===== config.mk =====
export PLATFORM = sky130hd
export DESIGN_NAME = bp_fe_itlb_pipe
export DESIGN_NICKNAME = d
export VERILOG_FILES = /design/src/rtl/bp_fe_itlb_pipe.sv
export SDC_FILE = /design/constraint.sdc
export NUM_CORES = 1
export LEC_CHECK = 0
export ABC_AREA = 1
export BUFFER_PORTS_ARGS = -buffer_cell sky130_fd_sc_hd__buf_2
export CORE_UTILIZATION = 51
export DETAILED_ROUTE_END_ITERATION = 10
export GPL_TIMING_DRIVEN = 0
export PLACE_DENSITY = 0.84
export SLEW_MARGIN = 5
export SYNTH_ARGS = -nofsm -noshare
export SYNTH_HDL_FRONTEND = slang
export SYNTH_SLANG_ARGS = --single-unit

===== constraint.sdc =====
create_clock -name clk_i -period 4.68 [get_ports clk_i]
set_input_delay 0.936 -clock clk_i [delete_from_list [all_inputs] [get_ports clk_i]]
set_output_delay 0.936 -clock clk_i [all_outputs]
set_load 0.05 [all_outputs]

===== src/rtl/bp_fe_itlb_pipe.sv =====
// rtl/bp_fe_itlb_pipe.sv - fetch translation pipe: ITLB, fault checks, poison, credit-protected response FIFO
// Optional feature macro: BP_FE_ITLB_PIPE_PERF_EN (saturating perf counters; ports tie to 0 when undefined)
// Ports:
//   clk_i, reset_n_i                      clock, async active-low reset
//   cmd_v_i/cmd_op_i/cmd_vtag_i/cmd_ptag_i/cmd_u_i/cmd_x_i, cmd_ready_o   fetch/fill/fence command
//   translation_en_i, priv_i, poison_i    stage-0 translation controls, fetch squash
//   icache_ptag_o, icache_ptag_v_o        stage-1 physical tag to icache
//   data_i, data_v_i                      stage-2 icache data / hit
//   resp_v_o, resp_ready_i, resp_data_o, resp_flags_o   response FIFO head
//   perf_fetch_o, perf_tlb_miss_o, perf_ic_miss_o       perf counters
module bp_fe_itlb_pipe #(
    parameter int vtag_width_p     = 27,
    parameter int ptag_width_p     = 28,
    parameter int els_p            = 8,
    parameter int resp_fifo_els_p  = 4,
    parameter int instr_width_p    = 32,
    parameter int did_width_p      = 3,
    parameter int dram_base_ptag_p = 'h80000
) (
    input  logic                     clk_i,
    input  logic                     reset_n_i,
    input  logic                     cmd_v_i,
    input  logic [1:0]               cmd_op_i,
    input  logic [vtag_width_p-1:0]  cmd_vtag_i,
    input  logic [ptag_width_p-1:0]  cmd_ptag_i,
    input  logic                     cmd_u_i,
    input  logic                     cmd_x_i,
    output logic                     cmd_ready_o,
    input  logic                     translation_en_i,
    input  logic [1:0]               priv_i,
    input  logic                     poison_i,
    output logic [ptag_width_p-1:0]  icache_ptag_o,
    output logic                     icache_ptag_v_o,
    input  logic [instr_width_p-1:0] data_i,
    input  logic                     data_v_i,
    output logic                     resp_v_o,
    input  logic                     resp_ready_i,
    output logic [instr_width_p-1:0] resp_data_o,
    output logic [3:0]               resp_flags_o,
    output logic [31:0]              perf_fetch_o,
    output logic [31:0]              perf_tlb_miss_o,
    output logic [31:0]              perf_ic_miss_o
);
    localparam int idx_w_lp = $clog2(els_p);
    localparam int ptr_w_lp = $clog2(resp_fifo_els_p);
    localparam int cnt_w_lp = $clog2(resp_fifo_els_p + 1);
    localparam int crd_w_lp = cnt_w_lp + 1;
    localparam logic [1:0] op_fetch_lp = 2'd0;
    localparam logic [1:0] op_fill_lp  = 2'd1;
    localparam logic [1:0] op_fence_lp = 2'd2;
    localparam logic [1:0] priv_u_lp   = 2'd0;
    localparam logic [1:0] priv_s_lp   = 2'd1;
    localparam logic [ptag_width_p-1:0] dram_base_lp = ptag_width_p'(dram_base_ptag_p);
    localparam logic [ptr_w_lp-1:0]     ptr_last_lp  = ptr_w_lp'(resp_fifo_els_p - 1);

    logic [vtag_width_p-1:0] tlb_vtag [els_p];
    logic [ptag_width_p-1:0] tlb_ptag [els_p];
    logic [els_p-1:0]        tlb_v, tlb_u, tlb_x;
    logic [idx_w_lp-1:0]     victim, hit_idx, inv_idx, fill_idx;
    logic                    hit, inv_found;

    logic ready_r, accept, do_fetch, do_fill, do_fence;
    logic v1, v2, miss1, pf1, af1, miss2, pf2, af2, clean2;
    logic [ptag_width_p-1:0] ptag1, s0_ptag;
    logic s0_miss, s0_pf, s0_af;

    logic [instr_width_p-1:0] fifo_data [resp_fifo_els_p];
    logic [3:0]               fifo_flags [resp_fifo_els_p];
    logic [ptr_w_lp-1:0]      wr_ptr, rd_ptr;
    logic [cnt_w_lp-1:0]      fifo_count;
    logic [crd_w_lp-1:0]      credit_used;
    logic push, pop;
    logic [instr_width_p-1:0] push_data;
    logic [3:0]               push_flags;

    // Credit counts every fetch that already owns a FIFO slot, so a push can never find the FIFO full.
    assign credit_used = crd_w_lp'(fifo_count) + crd_w_lp'(v1) + crd_w_lp'(v2);
    assign cmd_ready_o = ready_r & (credit_used < crd_w_lp'(resp_fifo_els_p));
    assign accept      = cmd_v_i & cmd_ready_o;
    assign do_fetch    = accept & (cmd_op_i == op_fetch_lp) & ~poison_i;
    assign do_fill     = accept & (cmd_op_i == op_fill_lp);
    assign do_fence    = accept & (cmd_op_i == op_fence_lp);

    // Lowest-index match and lowest-index free slot.
    always_comb begin
        hit       = 1'b0;
        hit_idx   = '0;
        inv_found = 1'b0;
        inv_idx   = '0;
        for (int i = els_p - 1; i >= 0; i--) begin
            if (tlb_v[i] && (tlb_vtag[i] == cmd_vtag_i)) begin
                hit     = 1'b1;
                hit_idx = idx_w_lp'(i);
            end
            if (!tlb_v[i]) begin
                inv_found = 1'b1;
                inv_idx   = idx_w_lp'(i);
            end
        end
    end

    assign fill_idx = hit ? hit_idx : (inv_found ? inv_idx : victim);

    assign s0_ptag = translation_en_i ? tlb_ptag[hit_idx] : ptag_width_p'(cmd_vtag_i);
    assign s0_miss = translation_en_i & ~hit;
    assign s0_pf   = translation_en_i & hit &
                     (((priv_i == priv_s_lp) & tlb_u[hit_idx]) |
                      ((priv_i == priv_u_lp) & ~tlb_u[hit_idx]) | ~tlb_x[hit_idx]);
    assign s0_af   = ~s0_miss & ((s0_ptag[ptag_width_p-1 -: did_width_p] != '0) |
                                 (s0_ptag < dram_base_lp));

    always_ff @(posedge clk_i or negedge reset_n_i) begin
        if (!reset_n_i) begin
            tlb_v  <= '0;
            victim <= '0;
        end else if (do_fence) begin
            tlb_v  <= '0;
            victim <= '0;
        end else if (do_fill) begin
            tlb_v[fill_idx] <= 1'b1;
            if (!hit && !inv_found) victim <= victim + idx_w_lp'(1);
        end
    end

    always_ff @(posedge clk_i) begin
        if (do_fill) begin
            tlb_vtag[fill_idx] <= cmd_vtag_i;
            tlb_ptag[fill_idx] <= cmd_ptag_i;
            tlb_u[fill_idx]    <= cmd_u_i;
            tlb_x[fill_idx]    <= cmd_x_i;
        end
    end

    always_ff @(posedge clk_i or negedge reset_n_i) begin
        if (!reset_n_i) begin
            ready_r <= 1'b0;
            v1      <= 1'b0;
            v2      <= 1'b0;
            ptag1   <= '0;
            miss1   <= 1'b0;
            pf1     <= 1'b0;
            af1     <= 1'b0;
            miss2   <= 1'b0;
            pf2     <= 1'b0;
            af2     <= 1'b0;
        end else begin
            ready_r <= 1'b1;
            v1      <= do_fetch;
            v2      <= v1 & ~poison_i;
            if (do_fetch) begin
                ptag1 <= s0_ptag;
                miss1 <= s0_miss;
                pf1   <= s0_pf;
                af1   <= s0_af;
            end
            miss2 <= miss1;
            pf2   <= pf1;
            af2   <= af1;
        end
    end

    assign icache_ptag_o   = v1 ? ptag1 : '0;
    assign icache_ptag_v_o = v1 & ~poison_i & ~miss1 & ~pf1 & ~af1;

    assign clean2     = ~(miss2 | pf2 | af2);
    assign push       = v2 & ~poison_i;
    assign push_flags = {af2, pf2, miss2, clean2 & ~data_v_i};
    assign push_data  = (clean2 & data_v_i) ? data_i : '0;
    assign pop        = resp_v_o & resp_ready_i;

    always_ff @(posedge clk_i) begin
        if (push) begin
            fifo_data[wr_ptr]  <= push_data;
            fifo_flags[wr_ptr] <= push_flags;
        end
    end

    always_ff @(posedge clk_i or negedge reset_n_i) begin
        if (!reset_n_i) begin
            wr_ptr     <= '0;
            rd_ptr     <= '0;
            fifo_count <= '0;
        end else begin
            if (push) wr_ptr <= (wr_ptr == ptr_last_lp) ? '0 : wr_ptr + ptr_w_lp'(1);
            if (pop)  rd_ptr <= (rd_ptr == ptr_last_lp) ? '0 : rd_ptr + ptr_w_lp'(1);
            if (push && !pop)      fifo_count <= fifo_count + cnt_w_lp'(1);
            else if (pop && !push) fifo_count <= fifo_count - cnt_w_lp'(1);
        end
    end

    assign resp_v_o     = (fifo_count != '0);
    assign resp_data_o  = resp_v_o ? fifo_data[rd_ptr] : '0;
    assign resp_flags_o = resp_v_o ? fifo_flags[rd_ptr] : 4'b0000;

`ifdef BP_FE_ITLB_PIPE_PERF_EN
    logic [31:0] perf_fetch_r, perf_tlb_r, perf_ic_r;

    always_ff @(posedge clk_i or negedge reset_n_i) begin
        if (!reset_n_i) begin
            perf_fetch_r <= '0;
            perf_tlb_r   <= '0;
            perf_ic_r    <= '0;
        end else if (push) begin
            if (perf_fetch_r != 32'hFFFF_FFFF) perf_fetch_r <= perf_fetch_r + 32'd1;
            if (push_flags[1] && (perf_tlb_r != 32'hFFFF_FFFF)) perf_tlb_r <= perf_tlb_r + 32'd1;
            if (push_flags[0] && (perf_ic_r != 32'hFFFF_FFFF))  perf_ic_r  <= perf_ic_r + 32'd1;
        end
    end

    assign perf_fetch_o    = perf_fetch_r;
    assign perf_tlb_miss_o = perf_tlb_r;
    assign perf_ic_miss_o  = perf_ic_r;
`else
    assign perf_fetch_o    = 32'd0;
    assign perf_tlb_miss_o = 32'd0;
    assign perf_ic_miss_o  = 32'd0;
`endif

endmodule


==> impl_metrics.sql <==
INSERT INTO impl_metrics (metric_group, metric, value, unit) VALUES
('timing', 'maxClockFrequency', '0.218', 'GHz'),
('clocking', 'cts_inserted_buffers', '68', ''),
('timing', 'skew', '0.0435', 'ns'),
('global_routing', 'initial_antenna_violation_count', '2', ''),
('floorplanning', 'start_util', '51.7', '%'),
('setup_path', 'cp_common_cell', 'sky130_fd_sc_hd__nand2_1', ''),
('placement', 'hpwlAfterDp', '62.4', 'mm'),
('run', 'maxCapViolCount', '0', ''),
('detailed_routing', 'overall_routed_net_length', '90.6', 'mm'),
('yosys', 'ys_types', '55', ''),
('power_and_ir_drop', 'powerDensity', '442', 'nW/um^2'),
('final_layout', 'post-route-cell-area', '35600', 'um^2'),
('detailed_routing', 'drt_pre_antenna_iters', '8', ''),
('floorplanning', 'io_pins', '263', ''),
('global_routing', 'number_of_global_route_vias_before_repair', '21500', ''),
('placement', 'placed_area', '33100', 'um^2'),
('final_layout', 'fin_util', '60.3', '%'),
('detailed_routing', 'routed-via-count', '23700', ''),
('yosys', 'synth.avg_cell_area', '10.2', 'um^2'),
('yosys', 'synth.cell_area', '30500', 'um^2'),
('floorplanning', 'row_count', '89', ''),
('setup_path', 'slowest_stage_cell_cp', 'sky130_fd_sc_hd__bufinv_16', ''),
('global_routing', 'global_route.usage.met2', '46.4', '%'),
('detailed_routing', 'avgRoutedWirePerCell', '21.7', 'um'),
('timing', 'tightestPinTransition', '0.857', 'ns'),
('setup_path', 'worst_setup_path_end_kind', 'flip-flop', ''),
('floorplanning', 'chipWidth', '247', 'um'),
('setup_path', 'critical_path.startpoint_type', 'primary input', ''),
('detailed_routing', 'post-route-drc-count', '0', ''),
('floorplanning', 'die_footprint', '60800', 'um^2'),
('power_and_ir_drop', 'switching_share', '32.7', '%'),
('power_and_ir_drop', 'switchingPower', '0.00515', 'W'),
('clocking', 'clock-sinks', '655', ''),
('timing', 'final_hold_viol_count', '0', ''),
('clocking', 'cts_tree', 'done', ''),
('floorplanning', 'design.core.area', '59000', 'um^2'),
('placement', 'place.gp.congestion', '1.00', ''),
('timing', 'period_needed', '4.59', 'ns'),
('setup_path', 'rr_startpoint', 'tlb_vtag[6][26]', ''),
('global_routing', 'met3_track_demand_over_resource', '7.61', '%'),
('setup_path', 'critical_path.cell_chain', 'buf_2 -> buf_2 -> inv_2 -> nand2_1 -> nand4_1 -> nor2_1 -> nand2_1 -> nor2_1 -> nand2_1 -> nand2_1 -> nand2_1 -> nand2_1 -> nand2_1 -> nand2_1 -> nand2_1 -> nand2_2 -> clkbuf_4 -> nand2_1 -> nand2_1 -> buf_2 -> nand4_1 -> bufinv_16 -> buf_12', ''),
('timing', 'relSlewSlack', '42.6', '%'),
('clocking', 'cts-root-to-sink-buffers', '3', ''),
('power_and_ir_drop', 'clock_network_fraction_of_total_power', '34.4', '%'),
('global_routing', 'routing_layer_with_the_top_usage_in_global_route', 'met2', ''),
('setup_path', 'critPathTopFamily', 'simple AND/OR/NAND/NOR gates', ''),
('clocking', 'cts_htree_levels', '3', ''),
('global_routing', 'grt_pass1_wl', '130', 'mm'),
('setup_path', 'timing.critical_path.from', 'cmd_vtag_i[23]', ''),
('power_and_ir_drop', 'p_int', '0.0106', 'W'),
('setup_path', 'highest_cell_delay_on_the_worst_timing_path', '0.35', 'ns'),
('placement', 'numPortBuffers', '166', ''),
('yosys', 'synth-seq-area-share', '63.6', '%'),
('timing', 'final_min_period_over_clock_period', '98.1', '%'),
('yosys', 'flop_and_latch_count_out_of_synthesis', '655', ''),
('final_layout', 'final_layout_size_suffix_gt1_share', '16.5', '%'),
('setup_path', 'timing.rr.end', 'tlb_ptag[6][21]', ''),
('power_and_ir_drop', 'irDropWorstVdd', '0.755', 'mV'),
('power_and_ir_drop', 'share_comb_of_total_power', '22.0', '%'),
('status', 'outcome', 'finished clean', ''),
('setup_path', 'worstPathRequired', '4.95', 'ns'),
('setup_path', 'endpoint', 'tlb_ptag[6][21]', ''),
('clocking', 'holdBufCountCts', '0', ''),
('yosys', 'mapped_cells', '2986', ''),
('global_routing', 'met1_capacity_usage_during_global_routing', '37.9', '%'),
('global_routing', 'grt_start_max_net_pins', '58', ''),
('power_and_ir_drop', 'leakagePower', '14.6', 'nW'),
('setup_path', 'worstPathBufferInverterCount', '7', ''),
('setup_path', 'reg2reg_setup_slack', '0.56', 'ns'),
('yosys', 'synth.yosys.warnings', '0', ''),
('setup_path', 'logic_depth_of_the_worst_setup_path_including_buffers', '23', '');
-- worst register-to-register path, stage by stage (launching register included) --
cell                        delay (ns)
sky130_fd_sc_hd__edfxtp_1         0.38
sky130_fd_sc_hd__xnor2_1          0.44
sky130_fd_sc_hd__nand2_1          0.10
sky130_fd_sc_hd__nor2_1           0.14
sky130_fd_sc_hd__nand2_1          0.07
sky130_fd_sc_hd__nor2_1           0.10
sky130_fd_sc_hd__nand2_1          0.15
sky130_fd_sc_hd__nand2_1          0.16
sky130_fd_sc_hd__nand2_1          0.06
sky130_fd_sc_hd__nand2_1          0.07
sky130_fd_sc_hd__nand2_1          0.05
sky130_fd_sc_hd__nand2_1          0.06
sky130_fd_sc_hd__nand2_1          0.15
sky130_fd_sc_hd__nand2_2          0.23
sky130_fd_sc_hd__clkbuf_4         0.28
sky130_fd_sc_hd__nand2_1          0.08
sky130_fd_sc_hd__nand2_1          0.08
sky130_fd_sc_hd__buf_2            0.30
sky130_fd_sc_hd__nand4_1          0.24
sky130_fd_sc_hd__bufinv_16        0.36
sky130_fd_sc_hd__buf_12           0.25
-- Yosys cell counts (all sizes together) --
| master | instances | area share, % |
|---|---|---|
| nor3b | 4 | 0.098 |
| nor3 | 30 | 0.49 |
| fa | 1 | 0.066 |
| o21bai | 7 | 0.17 |
| nand2 | 622 | 7.7 |
| and2 | 8 | 0.16 |
| o32ai | 6 | 0.17 |
| edfxtp | 600 | 59 |
| or2 | 73 | 1.5 |
| xor2 | 23 | 0.66 |
| a31oi | 5 | 0.10 |
| o211ai | 29 | 0.73 |
| inv | 305 | 3.8 |
| conb | 2 | 0.025 |
| o311ai | 2 | 0.057 |
| xnor2 | 28 | 0.80 |
| nand2b | 2 | 0.041 |
| o22ai | 29 | 0.59 |
| o21ai | 192 | 3.2 |
| o2111a | 1 | 0.037 |
| and3 | 1 | 0.021 |
| a32o | 1 | 0.033 |
| a21oi | 96 | 1.6 |
| ha | 8 | 0.33 |
| clkbuf | 44 | 0.55 |
| dfrtp | 55 | 4.5 |
| nand3b | 17 | 0.43 |
| o221ai | 11 | 0.32 |
| buf | 166 | 3.8 |
| o2111ai | 9 | 0.26 |
| clkinv | 2 | 0.025 |
| a32oi | 1 | 0.029 |
| nor2 | 417 | 5.2 |
| nor4 | 16 | 0.33 |
| nand3 | 97 | 1.6 |
| mux2i | 1 | 0.033 |
| nand4 | 75 | 1.6 |
-- cells by family after synthesis --
logic type	after synthesis	synth area share, %
simple gates	1362	19.1
flops	655	63.6
buf+inv	517	8.14
compound gates	389	7.25
xor+xnor	51	1.46
fa+ha+maj	9	0.394
other cells	2	0.0246
mux	1	0.0328
-- state kept, by name, summed over array words and instances (netlist names), 3 cells and up --
signal	flops
tlb_ptag	224
tlb_vtag	216
fifo_data	128
ptag1	28
fifo_flags	16
tlb_u	8
tlb_v	8
tlb_x	8
fifo_count	3
victim	3
-- placed cells by master (no fill, tap or decap), types with 7 or more instances in the layout --
cell type | Yosys | layout
sky130_fd_sc_hd__nor2_4 | 1 | 11
sky130_fd_sc_hd__clkbuf_16 | 0 | 68
sky130_fd_sc_hd__nand2_1 | 615 | 615
sky130_fd_sc_hd__o211ai_1 | 28 | 28
sky130_fd_sc_hd__nor4_1 | 16 | 15
sky130_fd_sc_hd__nor3_1 | 30 | 29
sky130_fd_sc_hd__clkinv_2 | 0 | 10
sky130_fd_sc_hd__o221ai_1 | 11 | 11
sky130_fd_sc_hd__a21oi_1 | 95 | 95
sky130_fd_sc_hd__nand3b_1 | 16 | 16
sky130_fd_sc_hd__buf_4 | 121 | 123
sky130_fd_sc_hd__nor2_1 | 416 | 406
sky130_fd_sc_hd__buf_12 | 0 | 18
sky130_fd_sc_hd__edfxtp_1 | 600 | 600
sky130_fd_sc_hd__o21bai_1 | 7 | 7
sky130_fd_sc_hd__xor2_1 | 23 | 23
sky130_fd_sc_hd__nand3_1 | 97 | 97
sky130_fd_sc_hd__inv_2 | 23 | 23
sky130_fd_sc_hd__nand4_1 | 74 | 74
sky130_fd_sc_hd__o22ai_1 | 29 | 29
sky130_fd_sc_hd__o21ai_0 | 182 | 181
sky130_fd_sc_hd__dfrtp_1 | 55 | 55
sky130_fd_sc_hd__buf_6 | 6 | 9
sky130_fd_sc_hd__buf_2 | 33 | 194
sky130_fd_sc_hd__xnor2_1 | 28 | 28
sky130_fd_sc_hd__clkinv_1 | 2 | 9
sky130_fd_sc_hd__o2111ai_1 | 9 | 9
sky130_fd_sc_hd__ha_1 | 8 | 8
sky130_fd_sc_hd__or2_2 | 53 | 53
sky130_fd_sc_hd__conb_1 | 2 | 97
sky130_fd_sc_hd__inv_1 | 282 | 278
sky130_fd_sc_hd__o21ai_1 | 9 | 10
sky130_fd_sc_hd__or2_0 | 16 | 16
sky130_fd_sc_hd__clkbuf_1 | 42 | 58
-- worst min-delay path by stage --
stage / to / start / slack, ns
global route: rd_ptr[1] / reset_n_i / 0.43
detailed placement: miss2 / miss1 / 0.41
global placement: miss2 / miss1 / 0.41
CTS: miss2 / miss1 / 0.42
finish: rd_ptr[1] / reset_n_i / 0.38
floorplan: miss2 / miss1 / 0.37
-- power groups by stage --
stage,logic (W),registers (W),clock network [W]
after floorplan,0.00242,0.00691,0
after global placement,0.00329,0.00696,0
after detailed placement,0.00339,0.00697,0
after CTS,0.00342,0.00685,0.00542
after global routing,0.00367,0.00688,0.00566
final,0.00346,0.00686,0.00542
-- routing by layer --
metal  part of all wire, %  vias to the layer above
li1                      -                    10600
met1                    36                    11000
met2                    46                     1746
met3                    13                      280
met4                   4.7                        4
met5                 0.029                        -
-- cell type report --
type                       instances  area [um^2]
antenna                            3         7.51
buffer                           209         1350
clock buffer                      89         1830
clock inverter                    35          397
fill                            4619        23500
inverter                         307         1190
multi-input combinational       1909         9070
sequential                       655        19400
tap                              773          967
timing repair buffer             192         1360
-- stage by stage --
stage / power (W) / TNS, ns / instances / worst slack [ns]
final: 0.0157 / 0 / 4172 / 0.0868
after floorplan: 0.00933 / -193.48 / 3081 / -0.849
after CTS: 0.0157 / 0 / 4163 / 0.00792
after detailed placement: 0.0104 / -195.66 / 4038 / -0.671
after global placement: 0.0103 / -1400.16 / 4020 / -4.26
after global routing: 0.0162 / 0 / 4169 / 0.0446
-- what timing repair did --
| action | in CTS | in global routing |
|---|---|---|
| endpoints found under the setup margin | 87 | 188 |
| gates cloned | 0 | 0 |
| buffers inserted | 1 | 7 |
| gates resized for setup | 5 | 9 |
| pin swaps | 0 | 2 |
| endpoints found under the hold margin | 0 | 0 |
Power figures use the tool's default switching activity.
